## src/rtl/audio_voice_mixer_if.sv

```systemverilog
// Voice mixer bus: per-voice inputs toward the mixer, mixed sample back out.
interface audio_voice_mixer_if #(
    parameter int unsigned NUM_VOICES = 4,
    parameter int unsigned VOL_BITS   = 4
);
    logic                           ena;
    logic [12*NUM_VOICES-1:0]       voices;
    logic [VOL_BITS*NUM_VOICES-1:0] volumes;
    logic [NUM_VOICES-1:0]          mutes;
    logic [11:0]                    audio;
    logic                           sample_valid;
    logic                           clip;

    modport master (
        output ena, voices, volumes, mutes,
        input  audio, sample_valid, clip
    );

    modport slave (
        input  ena, voices, volumes, mutes,
        output audio, sample_valid, clip
    );
endinterface

```

## src/rtl/audio_voice_mixer.sv

```systemverilog
// Per-sample snapshot of NUM_VOICES signed voices, serial multiply-accumulate,
// then scale/saturate into a 12-bit offset-binary sample for the PWM stage.
module audio_voice_mixer #(
    parameter int unsigned NUM_VOICES = 4,
    parameter int unsigned SAMPLE_DIV = 272,
    parameter int unsigned VOL_BITS   = 4
) (
    input logic               clk,
    input logic               rst,
    audio_voice_mixer_if.slave bus
);
    localparam int unsigned AccW = 12 + VOL_BITS + $clog2(NUM_VOICES);
    localparam int unsigned IdxW = (NUM_VOICES > 1) ? $clog2(NUM_VOICES) : 1;
    localparam int unsigned TmrW = $clog2(SAMPLE_DIV);

    localparam logic [TmrW-1:0]        TmrLoad = TmrW'(SAMPLE_DIV - 1);
    localparam logic [IdxW-1:0]        IdxLast = IdxW'(NUM_VOICES - 1);
    localparam logic signed [AccW-1:0] SatMax  = AccW'(2047);
    localparam logic signed [AccW-1:0] SatMin  = ~SatMax;

    localparam logic [1:0] StIdle   = 2'd0;
    localparam logic [1:0] StAccum  = 2'd1;
    localparam logic [1:0] StOutput = 2'd2;

    if (NUM_VOICES < 1 || NUM_VOICES > 8) begin : g_bad_voices
        $error("audio_voice_mixer: NUM_VOICES must be in 1..8");
    end
    if (SAMPLE_DIV < NUM_VOICES + 3) begin : g_bad_div
        $error("audio_voice_mixer: SAMPLE_DIV must be >= NUM_VOICES+3");
    end

    logic [TmrW-1:0]                timer_q;
    logic [1:0]                     state_q;
    logic [IdxW-1:0]                idx_q;
    logic signed [AccW-1:0]         acc_q;
    logic [12*NUM_VOICES-1:0]       voices_q;
    logic [VOL_BITS*NUM_VOICES-1:0] volumes_q;
    logic [NUM_VOICES-1:0]          mutes_q;
    logic [11:0]                    audio_q;
    logic                           valid_q;
    logic                           clip_q;

    logic                   strobe;
    logic [11:0]            cur_voice;
    logic [VOL_BITS-1:0]    cur_vol;
    logic signed [AccW-1:0] voice_ext;
    logic signed [AccW-1:0] vol_ext;
    logic signed [AccW-1:0] product;
    logic signed [AccW-1:0] shifted;
    logic                   sat_hi;
    logic                   sat_lo;
    logic [11:0]            sat_val;

    assign strobe = bus.ena && (timer_q == '0);

    always_comb begin
        cur_voice = voices_q[32'(idx_q) * 12 +: 12];
        cur_vol   = volumes_q[32'(idx_q) * VOL_BITS +: VOL_BITS];
        voice_ext = {{(AccW - 12){cur_voice[11]}}, cur_voice};
        vol_ext   = {{(AccW - VOL_BITS){1'b0}}, cur_vol};
        // True product fits in 12+VOL_BITS bits, so truncation to AccW is exact.
        product   = mutes_q[idx_q] ? '0 : voice_ext * vol_ext;
    end

    always_comb begin
        shifted = acc_q >>> VOL_BITS;
        sat_hi  = shifted > SatMax;
        sat_lo  = shifted < SatMin;
        if (sat_hi) begin
            sat_val = 12'h7FF;
        end else if (sat_lo) begin
            sat_val = 12'h800;
        end else begin
            sat_val = shifted[11:0];
        end
    end

    // Snapshot registers need no reset: they are always loaded before use.
    always_ff @(posedge clk) begin
        if (!rst && bus.ena && state_q == StIdle && strobe) begin
            voices_q  <= bus.voices;
            volumes_q <= bus.volumes;
            mutes_q   <= bus.mutes;
        end
    end

    always_ff @(posedge clk) begin
        if (rst) begin
            timer_q <= TmrLoad;
            state_q <= StIdle;
            idx_q   <= '0;
            acc_q   <= '0;
            audio_q <= 12'h800;
            valid_q <= 1'b0;
            clip_q  <= 1'b0;
        end else begin
            valid_q <= 1'b0;
            if (bus.ena) begin
                timer_q <= strobe ? TmrLoad : timer_q - 1'b1;
                case (state_q)
                    StIdle: begin
                        if (strobe) begin
                            acc_q   <= '0;
                            idx_q   <= '0;
                            state_q <= StAccum;
                        end
                    end
                    StAccum: begin
                        acc_q <= acc_q + product;
                        idx_q <= idx_q + 1'b1;
                        if (idx_q == IdxLast) begin
                            state_q <= StOutput;
                        end
                    end
                    StOutput: begin
                        audio_q <= {~sat_val[11], sat_val[10:0]};
                        clip_q  <= sat_hi | sat_lo;
                        valid_q <= 1'b1;
                        state_q <= StIdle;
                    end
                    default: state_q <= StIdle;
                endcase
            end
        end
    end

    assign bus.audio        = audio_q;
    assign bus.sample_valid = valid_q;
    assign bus.clip         = clip_q;
endmodule

```

## src/flat_wrapper.sv

```systemverilog
// flat-port wrapper written by rule: the top's interface ports become plain ports
module audio_voice_mixer_flat 
#(
    parameter int unsigned NUM_VOICES = 4,
    parameter int unsigned SAMPLE_DIV = 272,
    parameter int unsigned VOL_BITS   = 4
)
  (clk, rst, bus_ena, bus_voices, bus_volumes, bus_mutes, bus_audio, bus_sample_valid, bus_clip);
  audio_voice_mixer_if #(.NUM_VOICES(NUM_VOICES), .VOL_BITS(VOL_BITS)) bus_i ();
  input logic clk;
  input logic rst;
  input wire logic [$bits(bus_i.ena)-1:0] bus_ena;
  input wire logic [$bits(bus_i.voices)-1:0] bus_voices;
  input wire logic [$bits(bus_i.volumes)-1:0] bus_volumes;
  input wire logic [$bits(bus_i.mutes)-1:0] bus_mutes;
  output wire logic [$bits(bus_i.audio)-1:0] bus_audio;
  output wire logic [$bits(bus_i.sample_valid)-1:0] bus_sample_valid;
  output wire logic [$bits(bus_i.clip)-1:0] bus_clip;
  assign bus_i.ena = bus_ena;
  assign bus_i.voices = bus_voices;
  assign bus_i.volumes = bus_volumes;
  assign bus_i.mutes = bus_mutes;
  assign bus_audio = bus_i.audio;
  assign bus_sample_valid = bus_i.sample_valid;
  assign bus_clip = bus_i.clip;
  audio_voice_mixer #(.NUM_VOICES(NUM_VOICES), .SAMPLE_DIV(SAMPLE_DIV), .VOL_BITS(VOL_BITS)) u_core (.clk(clk), .rst(rst), .bus(bus_i));
endmodule
```

## config.mk

```make
export PLATFORM = sky130hd
export DESIGN_NAME = audio_voice_mixer_flat
export DESIGN_NICKNAME = d
export VERILOG_FILES = /design/src/rtl/audio_voice_mixer_if.sv /design/src/rtl/audio_voice_mixer.sv /design/src/flat_wrapper.sv
export SDC_FILE = /design/constraint.sdc
export NUM_CORES = 1
export LEC_CHECK = 0
export ABC_AREA = 1
export CORE_ASPECT_RATIO = 0.5
export CORE_UTILIZATION = 40
export CTS_BUF_LIST = sky130_fd_sc_hd__clkbuf_16
export DETAILED_ROUTE_END_ITERATION = 16
export DONT_BUFFER_PORTS = 1
export SLEW_MARGIN = 30
export SYNTH_ARGS = -nofsm -noshare
export SYNTH_HDL_FRONTEND = slang
export SYNTH_SLANG_ARGS = --single-unit
```

## constraint.sdc

```tcl
create_clock -name clk -period 6.1 [get_ports clk]
set_clock_uncertainty 0.1 [all_clocks]
set_input_delay 0 -clock clk [delete_from_list [all_inputs] [get_ports clk]]
set_output_delay 0 -clock clk [all_outputs]
set_load 0.03 [all_outputs]
```

---- Word level (Yosys, flattened, before mapping) ----
Index checks and enable logic that the tools add are counted.
operators by class
  eq/ne operators ......................... 5
  reductions and logical operators ........ 12
  magnitude comparators ................... 3
  mux-type cells .......................... 14
  multiply operators ...................... 2
  add/subtract/negate cells ............... 3
  bitwise logic cells ..................... 3
  shift operators ......................... 2
operator list
  kind                                                                     count
  48-bit by 7-bit indexed part select with 12-bit output                   1
  18-bit 2-to-1 mux                                                        2
  18-bit case mux with 2 select lines                                      1
  12-bit 2-to-1 mux                                                        2
  18-bit adder                                                             1
  12-bit by 5-bit multiplier with 17-bit output                            1
  16-bit by 5-bit indexed part select with 4-bit output                    1
  14-bit by 12-bit > comparator with 1-bit output, second input constant   1
  14-bit by 12-bit < comparator with 1-bit output, second input constant   1
  9-bit logical NOT                                                        1
  9-bit 2-to-1 mux                                                         1
  9-bit by 1-bit subtractor with 9-bit output, second input constant       1
  2-bit case mux with 2 select lines                                       2
  2-bit 2-to-1 mux                                                         3
  3-bit AND reduction                                                      2
  2-bit equality test, second input constant                               2
  1-bit logical AND                                                        4
  2-bit by 2-bit multiplier with 4-bit output, second input constant       1
  2-bit by 1-bit inequality test with 1-bit output, second input constant  2
  2-bit by 3-bit < comparator with 1-bit output, second input constant     1
  2-bit by 1-bit adder with 2-bit output, second input constant            1
  1-bit binary-select mux with 2-bit select                                1
  2-bit by 1-bit equality test with 1-bit output, second input constant    1
  2-bit logical NOT                                                        1
  7 further kinds                                                          9
storage, ports and cells
  logic and storage cells ................. 54
  output and inout bits ................... 14
  register bits after elaboration ......... 113

---- Longest topological paths before layout ----
Gate-level depths: netlist (run 1).
  depth after elaboration ................. 6
  depth in mapped cells ................... 35
  mapped depth without buffers ............ 32

---- Least setup slack after synthesis (run 1) ----
Ideal clock, no wire load.
  path type ............................... flip-flop to flip-flop
  from .................................... reg u_core.idx_q[0]
  to ...................................... reg u_core.acc_q[17]
  buffers on the path ..................... 3
  setup slack ............................. 927 ps
  data required time ...................... 5887 ps
  data arrival time ....................... 4960 ps
  clock period less this slack ............ 5173 ps
  cell stages (with the launch flop) ...... 34
  cells stage by stage .................... dfxtp_1 -> buf_6 -> buf_2 -> buf_2 -> nand2_1 -> a32oi_1 -> inv_1 -> nor2_1 -> ha_1 -> fa_1 -> inv_1 -> fa_1 -> inv_1 -> ha_1 -> nand2_1 -> inv_1 -> nand2_1 -> nand2_1 -> nor2_2 -> nor3_1 -> nor2_1 -> o21bai_1 -> o21ai_0 -> a21oi_1 -> ha_1 -> inv_1 -> o21bai_1 -> a21oi_1 -> nor2_1 -> nor2_1 -> nand4_1 -> nand3b_1 -> nand3_1 -> nand2_1
on the way
  cells in the longest elaborated chain, start to end .. 6
ends and longest elaborated chain
  item                                                    line                      source
  start, declared                                         audio_voice_mixer.sv:34   logic [IdxW-1:0] idx_q;
  start signal, assigned                                  audio_voice_mixer.sv:110  idx_q <= idx_q + 1'b1;
  2-bit by 2-bit multiplier with 4-bit output             audio_voice_mixer.sv:57   cur_voice = voices_q[32'(idx_q) * 12 +: 12];
  48-bit by 7-bit indexed part select with 12-bit output  audio_voice_mixer.sv:57
  12-bit by 5-bit multiplier with 17-bit output           audio_voice_mixer.sv:62   product = mutes_q[idx_q] ? '0 : voice_ext * vol_ext;
  18-bit 2-to-1 mux (*)                                   audio_voice_mixer.sv:62
  18-bit adder (*)                                        audio_voice_mixer.sv:109  acc_q <= acc_q + product;
  18-bit case mux with 2 select lines (*)                 audio_voice_mixer.sv:100  case (state_q)
  end signal, assigned                                    audio_voice_mixer.sv:109
  end, declared                                           audio_voice_mixer.sv:35   logic signed [AccW-1:0] acc_q;
Every way passes the cells marked *; elsewhere a longest branch is shown, timed or not. The select of a mux whose other input is x is not followed.
A chain may end at the register's enable or synchronous reset.

---- Worst setup path after layout (run 1) ----
Ends and elaborated chain as after synthesis.

==> summary.txt, run 1 <==
clk sinks = 113
Synthesized Nets = 999
fin crit period = 5670 ps
critical path endpoint category = flip-flop
WL met3 = 834 µm
largest net degree at the start of global routing = 69
slowest CP cell = fa_1
Area contributors post-synth = edfxtp_1 28%, dfxtp_1 13%, nand2_1 9.2%
Clock transition at path regs = 60 ps
class of the worst hold path = primary input to flip-flop
cell count after synthesis = 851
Post-Layout Cell Count = 1,179
top sig layer = met4
M1 WL = 8.61 mm
CP max stage delay = 540 ps
first-pass GRT wire length = 28.1 mm
GRT Residual Overflow = 0
Routed Antenna Nets = 0
CTS tree = built
Die H = 96.8 µm
Util after Layout = 50.5%
area occupied by multi-input gates = 0.00371 mm²
clk buf depth = 2
Hold WS = 102 ps
Placed Cells = 1,067
Syn-to-layout area delta = 22.7%
asr flop ratio synth = 0%
DR WL met2 = 7.47 mm
fill count = 1,645
Lkg Pwr = 3.90 nW
status = completed
Placeable Area = 0.0175 mm²
total routed wirelength = 17.0 mm
Slew headroom = 43.3%
Initial Util = 41.1%
initial antenna violation count = 0
PnR worst setup slack = 428 ps
residual DRC count = 0
worst-path fanout max = 36
Vias = 5,909
IO Port Bufs = 0
pre-CTS WS = 159 ps
fin crit share = 93.0%
antenna cells = 0
ratio of cells with drive above 1 in the final layout = 10.2%
Skew-Pair Late Insertion Delay = 420 ps
synthesized area = 0.00719 mm²
commonest non-fill, non-tap cell in the layout = nand2_1
fin area = 0.00882 mm²
num ports = 85
Synth Register Bits = 113
CTS HTree Levels = 4
Max IR drop VDD = 0.000175 V
NumNets Final = 1,080
max-cap violation count = 0
r2r setup slk = 430 ps
most frequent CP cell = nor2_1
warnings from Yosys = 0
final setup violation count = 0
drt pass-1 iters = 5
die area = 0.0185 mm²
Hold Violations, Final = 0
syn_area_per_cell = 8.45 µm²
Num CTS Buffers = 17
Total GRT Usage = 19.2%
top-area cell type share of the netlist area = 28.4%
number of vias per cell = 5.01
post-synthesis cell type count = 48
routed length per instance = 14.5 µm
register area share after synthesis = 40.9%
Slew @ Worst Pin = 850 ps
placer's final routability congestion estimate = 0.892
Iter 0 DRT Violations = 330
top_reg_cell synth = edfxtp_1
WP data arrival = 5870 ps
EDFF count, synth = 68
DPL Wire Length = 12.2 mm
Yosys top cell by area = edfxtp_1
Max Slew Vio Count = 0
startpoint types = flip-flop
register area = 0.00294 mm²
# rows = 34
Die W = 192 µm
Root Buffer = clkbuf_16
pwr dens = 210 mW/mm²
Critical Path RT = 6300 ps
vias in the first global route = 5,566
cell area after placement = 0.00742 mm²
Fmax = 176 MHz
most frequent cells in the layout = 176 x nand2_1, 110 x inv_1, 93 x nor2_1
CP Class = flip-flop to flip-flop
cell usage after synthesis, types with 9 or more instances:
cell and instances:
a21oi_1 68, nor2_1 94, dfxtp_1 45, inv_1 110, ha_1 51, o21ai_1 9
buf_2 15, a32oi_1 9, nand2_1 176, fa_1 26, o21ai_0 34, nand3_1 45
nand2_2 13, edfxtp_1 68
power breakdown:
| group | switching, mW | internal (mW) |
|---|---|---|
| registers | 0.000833 | 0.809 |
| clock network | 0.392 | 0.604 |
| logic | 0.0176 | 0.0326 |
what timing repair did:
action | in CTS | in global routing
setup endpoints to repair | 0 | 8
hold buffers | 70 | 0
resized for setup | 0 | 14
hold endpoints to repair | 111 | 0
setup buffers | 0 | 10
layer usage:
metal | vias up | GRT usage, %
li1 | 2989 | -
met1 | 2760 | 28.0
met2 | 143 | 28.5
met3 | 17 | 4.97
met4 | 0 | 4.15
met5 | - | 0
kinds of logic after synthesis:
logic type      Yosys count  synth area share, %
compound gates          145                 11.7
buf+inv                 143                 8.08
simple gates            366                 22.3
flops                   113                 40.9
xor+xnor                  7                0.853
fa+ha+maj                77                 16.1
flip-flops by register name, indices dropped and copies added (netlist names):
name	count
u_core.voices_q	48
u_core.acc_q	18
u_core.volumes_q	16
u_core.bus.audio	12
u_core.timer_q	9
u_core.mutes_q	4
u_core.idx_q	2
u_core.state_q	2
u_core.bus.clip	1
u_core.bus.sample_valid	1
area by class of cell:
| class | count | area share [%] |
|---|---|---|
| multi-input cells | 595 | 42.0 |
| flip-flops and latches | 113 | 33.4 |
| repair buffers | 84 | 9.25 |
| inverters | 121 | 5.42 |
| clock buffers | 17 | 4.82 |
| well taps | 234 | 3.32 |
| clock inverters | 15 | 1.80 |
critical path: cells and delay by family, from the launching register on:
kind	cells	cell delay (ps)
fa+ha+maj	5	1830
compound gates	6	1070
simple gates	13	1350
buf+inv	7	850
flops	1	320
worst paths after layout:
| check | from | to | depth (start not counted) |
|---|---|---|---|
| min | bus_mutes[3] | u_core.mutes_q[3] | 1 |
| max | u_core.idx_q[0] | u_core.acc_q[17] | 31 |
| max reg2reg | u_core.idx_q[0] | u_core.acc_q[17] | 31 |
| min reg2reg | u_core.timer_q[8] | u_core.timer_q[8] | 2 |
per-stage QoR:
step / TNS [ps] / power, mW
3_3_place_gp: 0 / 0.836
5_1_grt: -19.0 / 1.91
3_5_place_dp: 0 / 0.837
2_1_floorplan: 0 / 0.837
6_report: 0 / 1.86
4_1_cts: 0 / 1.87
No activity file was read; power rests on OpenSTA's default activity.
==> run 2, diff against run 1 <==
--- a/config.mk
+++ b/config.mk
@@ -5,7 +5,6 @@
 export SDC_FILE = /design/constraint.sdc
 export NUM_CORES = 1
 export LEC_CHECK = 0
-export ABC_AREA = 1
 export CORE_ASPECT_RATIO = 0.5
 export CORE_UTILIZATION = 40
 export CTS_BUF_LIST = sky130_fd_sc_hd__clkbuf_16
==> constraint.sdc (replaced) <==
create_clock -name clk -period 5.3 [get_ports clk]
set_clock_uncertainty 0.1 [all_clocks]
set_input_delay 0 -clock clk [delete_from_list [all_inputs] [get_ports clk]]
set_output_delay 0 -clock clk [all_outputs]
set_load 0.03 [all_outputs]
==> run 2 against run 1 <==
Effect of this change:
- the flow now finishes with violations (negative setup slack)
- area after synthesis down 4.6%
- sequential cell count stayed put
- hold slack better by 1.1 ps
- non-clock buffer count grew 99
- clock-buffer cell count stayed put
- critical endpoint unchanged
==> summary.txt, run 2 <==
# rows = 33
NumNets Final = 964
status = complete, but fails checks
Max Slew Vio Count = 0
biggest regs = u_core.voices_q: 48 flops, u_core.acc_q: 18 flops, u_core.volumes_q: 16 flops
Synthesized Nets = 784
CP Class = flip-flop to flip-flop
CP max stage delay = 540 ps
Die W = 187 µm
final setup TNS = -3260 ps
fin crit period = 6210 ps
Hold WS = 103 ps
most frequent cells in the layout = 103 x buf_4, 71 x dlygate4sd3_1, 68 x edfxtp_1
die area = 0.0177 mm²
fin crit share = 117%
first-pass GRT wire length = 27.2 mm
Placeable Area = 0.0166 mm²
routed length per instance = 15.8 µm
largest net degree at the start of global routing = 69
syn_area_per_cell = 10.8 µm²
class of the worst hold path = primary input to flip-flop
delay-heaviest family, CP = compound AO/OA/AOI/OAI gates
worst path cell trace = buf_12 -> mux4_2 -> and2_4 -> ha_4 -> inv_2 -> fa_1 -> fa_1 -> inv_2 -> ha_4 -> a211o_1 -> a211oi_4 -> nor2_2 -> a21oi_2 -> o21bai_1 -> xor2_1 -> nor2b_2 -> ha_1 -> and3_4 -> o2bb2ai_4 -> o311ai_4 -> a31oi_2 -> or4_4 -> a31o_1 -> a21o_1
antenna cells = 0
Routed Antenna Nets = 0
Skew-Pair Late Insertion Delay = 420 ps
warnings from Yosys = 0
Num CTS Buffers = 17
number of vias per cell = 4.99
Iter 0 DRT Violations = 233
asr flop ratio synth = 0%
Slew headroom = 41.4%
Hold Violations, Final = 0
Root Buffer = clkbuf_16
Die H = 94.6 µm
synthesized area = 0.00686 mm²
Area contributors post-synth = edfxtp_1 30%, dfxtp_1 13%, ha_1 9.3%
number of flip-flops in the largest register = 48
Post-synth top cells = 68 x edfxtp_1, 60 x inv_1, 51 x ha_1
register area share after synthesis = 42.9%
Total GRT Usage = 19.8%
vias in the first global route = 5,472
placer's final routability congestion estimate = 0.871
CTS HTree Levels = 4
max-cap violation count = 0
PnR worst setup slack = -914 ps
Vias = 5,252
num ports = 85
DPL Wire Length = 11.4 mm
final setup violation count = 8
clk sinks = 113
commonest non-fill, non-tap cell in the layout = buf_4
slowest CP cell = mux4_2
WP data arrival = 6420 ps
GRT Residual Overflow = 0
Yosys top cell by area = edfxtp_1
top_reg_cell synth = edfxtp_1
Largest Register = u_core.voices_q
ratio of cells with drive above 1 in the final layout = 27.4%
Clock transition at path regs = 50 ps
Critical Path RT = 5510 ps
Lkg Pwr = 3.92 nW
clk buf depth = 2
total routed wirelength = 16.6 mm
Max IR drop VDD = 0.000250 V
CTS tree = built
residual DRC count = 0
worst-path fanout max = 7
Slew @ Worst Pin = 872 ps
IO Port Bufs = 0
RSZ-0062 raised after global routing = true
EDFF count, synth = 68
pre-CTS WS = -1030 ps
pwr dens = 208 mW/mm²
Initial Util = 41.4%
Fmax = 161 MHz
cell count after synthesis = 636
Util after Layout = 58.1%
Syn-to-layout area delta = 40.3%
initial antenna violation count = 0
post-synthesis cell type count = 58
failing checks = negative setup slack
critical path endpoint category = flip-flop
most common cell in the netlist = edfxtp_1
Buf/Inv on CP = 3
startpoint types = flip-flop
drt pass-1 iters = 4
top-area cell type share of the netlist area = 29.8%
Synth Register Bits = 113
fill count = 1,349
-- run 2: cell types whose count changed after synthesis, sizes merged, moves of 17 or more --
cell / before / now
mux4: 0 / 17
a21oi: 68 / 46
xnor2: 1 / 18
nand2: 192 / 45
nand3: 48 / 10
nor2: 99 / 40
and2: 1 / 38
o21ai: 44 / 27
inv: 120 / 60
-- run 2: cell families (layout without fill, tap and decap cells) --
group,after synthesis,in the layout,synth area share [%]
buffers and inverters,82,272,4.61
adders and majority gates,77,77,16.9
and+or+nand+nor,184,184,13.6
xor gates and xnor gates,29,29,3.81
DFF,113,113,42.9
muxes,18,18,5.89
AOI/OAI and AO/OA,133,133,12.3
-- run 2: metal layers --
metal  vias up  share of wire, %  track usage (%)
li1       2628                 -                -
met1      2483                50             25.7
met2       122                45             32.8
met3        19               4.8             5.76
met4         0              0.96             4.71
met5         -                 0                0
-- run 2: where the power goes --
part	internal (mW)	switching, mW
sequential	0.931	0.000949
combinational	0.0390	0.0182
clock	0.619	0.390
total	1.59	0.409
-- run 2: final timing paths --
check	cells after the start	slack [ps]	start	end
hold reg to reg	2	380	u_core.acc_q[11]	u_core.acc_q[11]
hold / removal	1	100	bus_voices[4]	u_core.voices_q[4]
setup / recovery	24	-910	u_core.idx_q[0]	u_core.acc_q[17]
setup reg to reg	24	-910	u_core.idx_q[0]	u_core.acc_q[17]
-- run 2: metrics by stage --
stage          cell area, µm²  total power, mW  cells
2_1_floorplan            7010            0.962    636
3_3_place_gp             7910            0.959    935
3_5_place_dp             7910            0.959    935
4_1_cts                  9440             2.00   1050
5_1_grt                  9630             2.05   1053
6_report                 9630             2.00   1053
-- run 2: cell type report --
cell class                 instances  area [µm²]  share of cell area, %
multi-input combinational        441        4040                   42.0
sequential                       113        2950                   30.6
clock inverter                    12        78.8                  0.819
tap                              227         284                   2.95
clock buffer                      17         425                   4.42
timing repair buffer             183        1620                   16.8
inverter                          60         228                   2.37
-- run 2: timing repair --
item,4_1_cts,5_1_grt
hold buffers,72,0
setup buffers,14,3
setup endpoints to repair,10,10
resized for setup,34,32
pin swaps,30,28
endpoints found under the hold margin,113,0
==> run 3, diff against run 2 <==
--- a/config.mk
+++ b/config.mk
@@ -5,11 +5,16 @@
 export SDC_FILE = /design/constraint.sdc
 export NUM_CORES = 1
 export LEC_CHECK = 0
+export CELL_PAD_IN_SITES_DETAIL_PLACEMENT = 1
+export CELL_PAD_IN_SITES_GLOBAL_PLACEMENT = 1
 export CORE_ASPECT_RATIO = 0.5
+export CORE_MARGIN = 2
 export CORE_UTILIZATION = 40
 export CTS_BUF_LIST = sky130_fd_sc_hd__clkbuf_16
 export DETAILED_ROUTE_END_ITERATION = 16
 export DONT_BUFFER_PORTS = 1
+export PLACE_DENSITY_LB_ADDON = 0.1
+export SKIP_CTS_REPAIR_TIMING = 1
 export SLEW_MARGIN = 30
 export SYNTH_ARGS = -nofsm -noshare
 export SYNTH_HDL_FRONTEND = slang
==> run 3 against run 2 <==
Effect of this change:
- sequential cell count is the same
- wire length rose by 32%
- power increased by 13%
- sequential share of layout area is essentially flat
- largest cell class unchanged
- first-iteration DRC count down 2.1%
- critical path depth unchanged
- the run still ends with negative setup slack left
- cell area rose by 0.14%
- register-to-register slack got worse by 140 ps
- die area increased by 3.2%
==> summary.txt, run 3 (synthesis gave the netlist of run 2 again) <==
WP data arrival = 6580 ps
pwr dens = 235 mW/mm²
ratio of cells with drive above 1 in the final layout = 26.1%
final setup violation count = 9
number of vias per cell = 5.22
CTS HTree Levels = 4
antenna cells = 0
IO Port Bufs = 0
CTS tree = built
CP Class = flip-flop to flip-flop
class of the worst hold path = primary input to flip-flop
number of flip-flops in the largest register = 48
Util after Layout = 58.2%
CP Launch Point = u_core.idx_q[0]
fin crit period = 6350 ps
NumNets Final = 962
first-pass GRT wire length = 27.0 mm
drt pass-1 iters = 4
fin crit share = 120%
Max IR drop VDD = 0.000282 V
delay-heaviest family, CP = adder cells
Critical Path RT = 5530 ps
Placed Cells = 936
status = complete, but fails checks
Fmax = 157 MHz
Largest Register = u_core.voices_q
Clock transition at path regs = 60 ps
critical path endpoint category = flip-flop
Num CTS Buffers = 17
Skew-Pair Late Insertion Delay = 440 ps
biggest regs = u_core.voices_q: 48 flops, u_core.acc_q: 18 flops, u_core.volumes_q: 16 flops
commonest non-fill, non-tap cell in the layout = buf_4
Max Slew Vio Count = 0
GRT Residual Overflow = 0
worst path cell trace = buf_12 -> buf_4 -> mux4_2 -> and2_4 -> ha_1 -> ha_4 -> fa_1 -> fa_2 -> a211o_1 -> a211oi_4 -> buf_4 -> nor2_2 -> a21oi_2 -> o21bai_1 -> xor2_1 -> nor2b_1 -> ha_1 -> and3_4 -> o2bb2ai_4 -> o311ai_2 -> a31oi_1 -> or4_4 -> a31o_1 -> a21o_1
startpoint types = flip-flop
Initial Util = 41.4%
DPL Wire Length = 12.6 mm
Slew headroom = 37.8%
vias in the first global route = 5,188
Syn-to-layout area delta = 40.5%
Die W = 189 µm
hold_sp = bus_voices[8]
Die H = 96.6 µm
die area = 0.0183 mm²
Iter 0 DRT Violations = 228
slowest CP cell = mux4_2
routed length per instance = 20.9 µm
clk sinks = 113
failing checks = negative setup slack
largest net degree at the start of global routing = 69
PnR worst setup slack = -1050 ps
worst r2r src = u_core.idx_q[0]
Total GRT Usage = 18.9%
Vias = 5,501
RSZ-0062 raised after global routing = true
Buf/Inv on CP = 3
Post-Layout Cell Count = 1,054
Routed Antenna Nets = 0
worst-path fanout max = 7
placer's final routability congestion estimate = 0.832
CP max stage delay = 530 ps
residual DRC count = 0
Hold Violations, Final = 0
clk buf depth = 2
initial antenna violation count = 0
most frequent cells in the layout = 103 x buf_4, 71 x dlygate4sd3_1, 68 x edfxtp_1
Slew @ Worst Pin = 927 ps
Placeable Area = 0.0166 mm²
# rows = 33
max-cap violation count = 0
Root Buffer = clkbuf_16
num ports = 85
total routed wirelength = 22.0 mm
Lkg Pwr = 3.94 nW
## run 3: cell types whose count changed in the layout (fill, tap and decap cells not counted), moves of 4 or more
cell      before  now
clkinv_2       6    0
and2_1        34   30
clkinv_4       0    4
a21oi_1       36   41
and2_4         4    8
## run 3: final timing paths
| kind | to | slack (ps) | cells past startpoint |
|---|---|---|---|
| worst max-delay path | u_core.acc_q[17] | -1050 | 24 |
| worst min-delay path | u_core.voices_q[8] | 90 | 1 |
| worst max register to register | u_core.acc_q[17] | -1050 | 24 |
| worst min register to register | u_core.acc_q[0] | 360 | 2 |
## run 3: cell type report
| cell class | count | area (µm²) |
|---|---|---|
| Fill cell | 1721 | 6920 |
| Sequential cell | 113 | 2950 |
| Tap cell | 227 | 284 |
| Timing Repair Buffer | 180 | 1590 |
| Multi-Input combinational cell | 442 | 3960 |
| Inverter | 60 | 225 |
| Clock buffer | 17 | 425 |
| Clock inverter | 15 | 208 |
## run 3: per-stage QoR
stage	area (µm²)	hold slack (ps)	total power, mW	setup slack [ps]	TNS [ps]
global route	9640	72.5	2.32	-1250	-6220
CTS	8560	-475	2.20	-1090	-4590
detailed placement	7930	-24.0	0.960	-1060	-4320
finish	9640	89.5	2.26	-1050	-4500
floorplan	7010	-1.13	0.962	-768	-1550
global placement	7930	-25.4	0.959	-862	-3070
## run 3: per-layer routing
metal  global-route usage [%]  up-vias  routed length (µm)
met4                     4.51        0                 403
met1                     26.1     2706               10400
li1                         -     2626                   -
met3                     6.46       24                1010
met5                        0        -                   0
met2                     28.6      145               10200
## run 3: where the power goes
part	total (mW)	internal, mW	switching (mW)
Sequential	0.931	0.930	0.000996
Combinational	0.0616	0.0393	0.0223
Clock	1.27	0.791	0.479
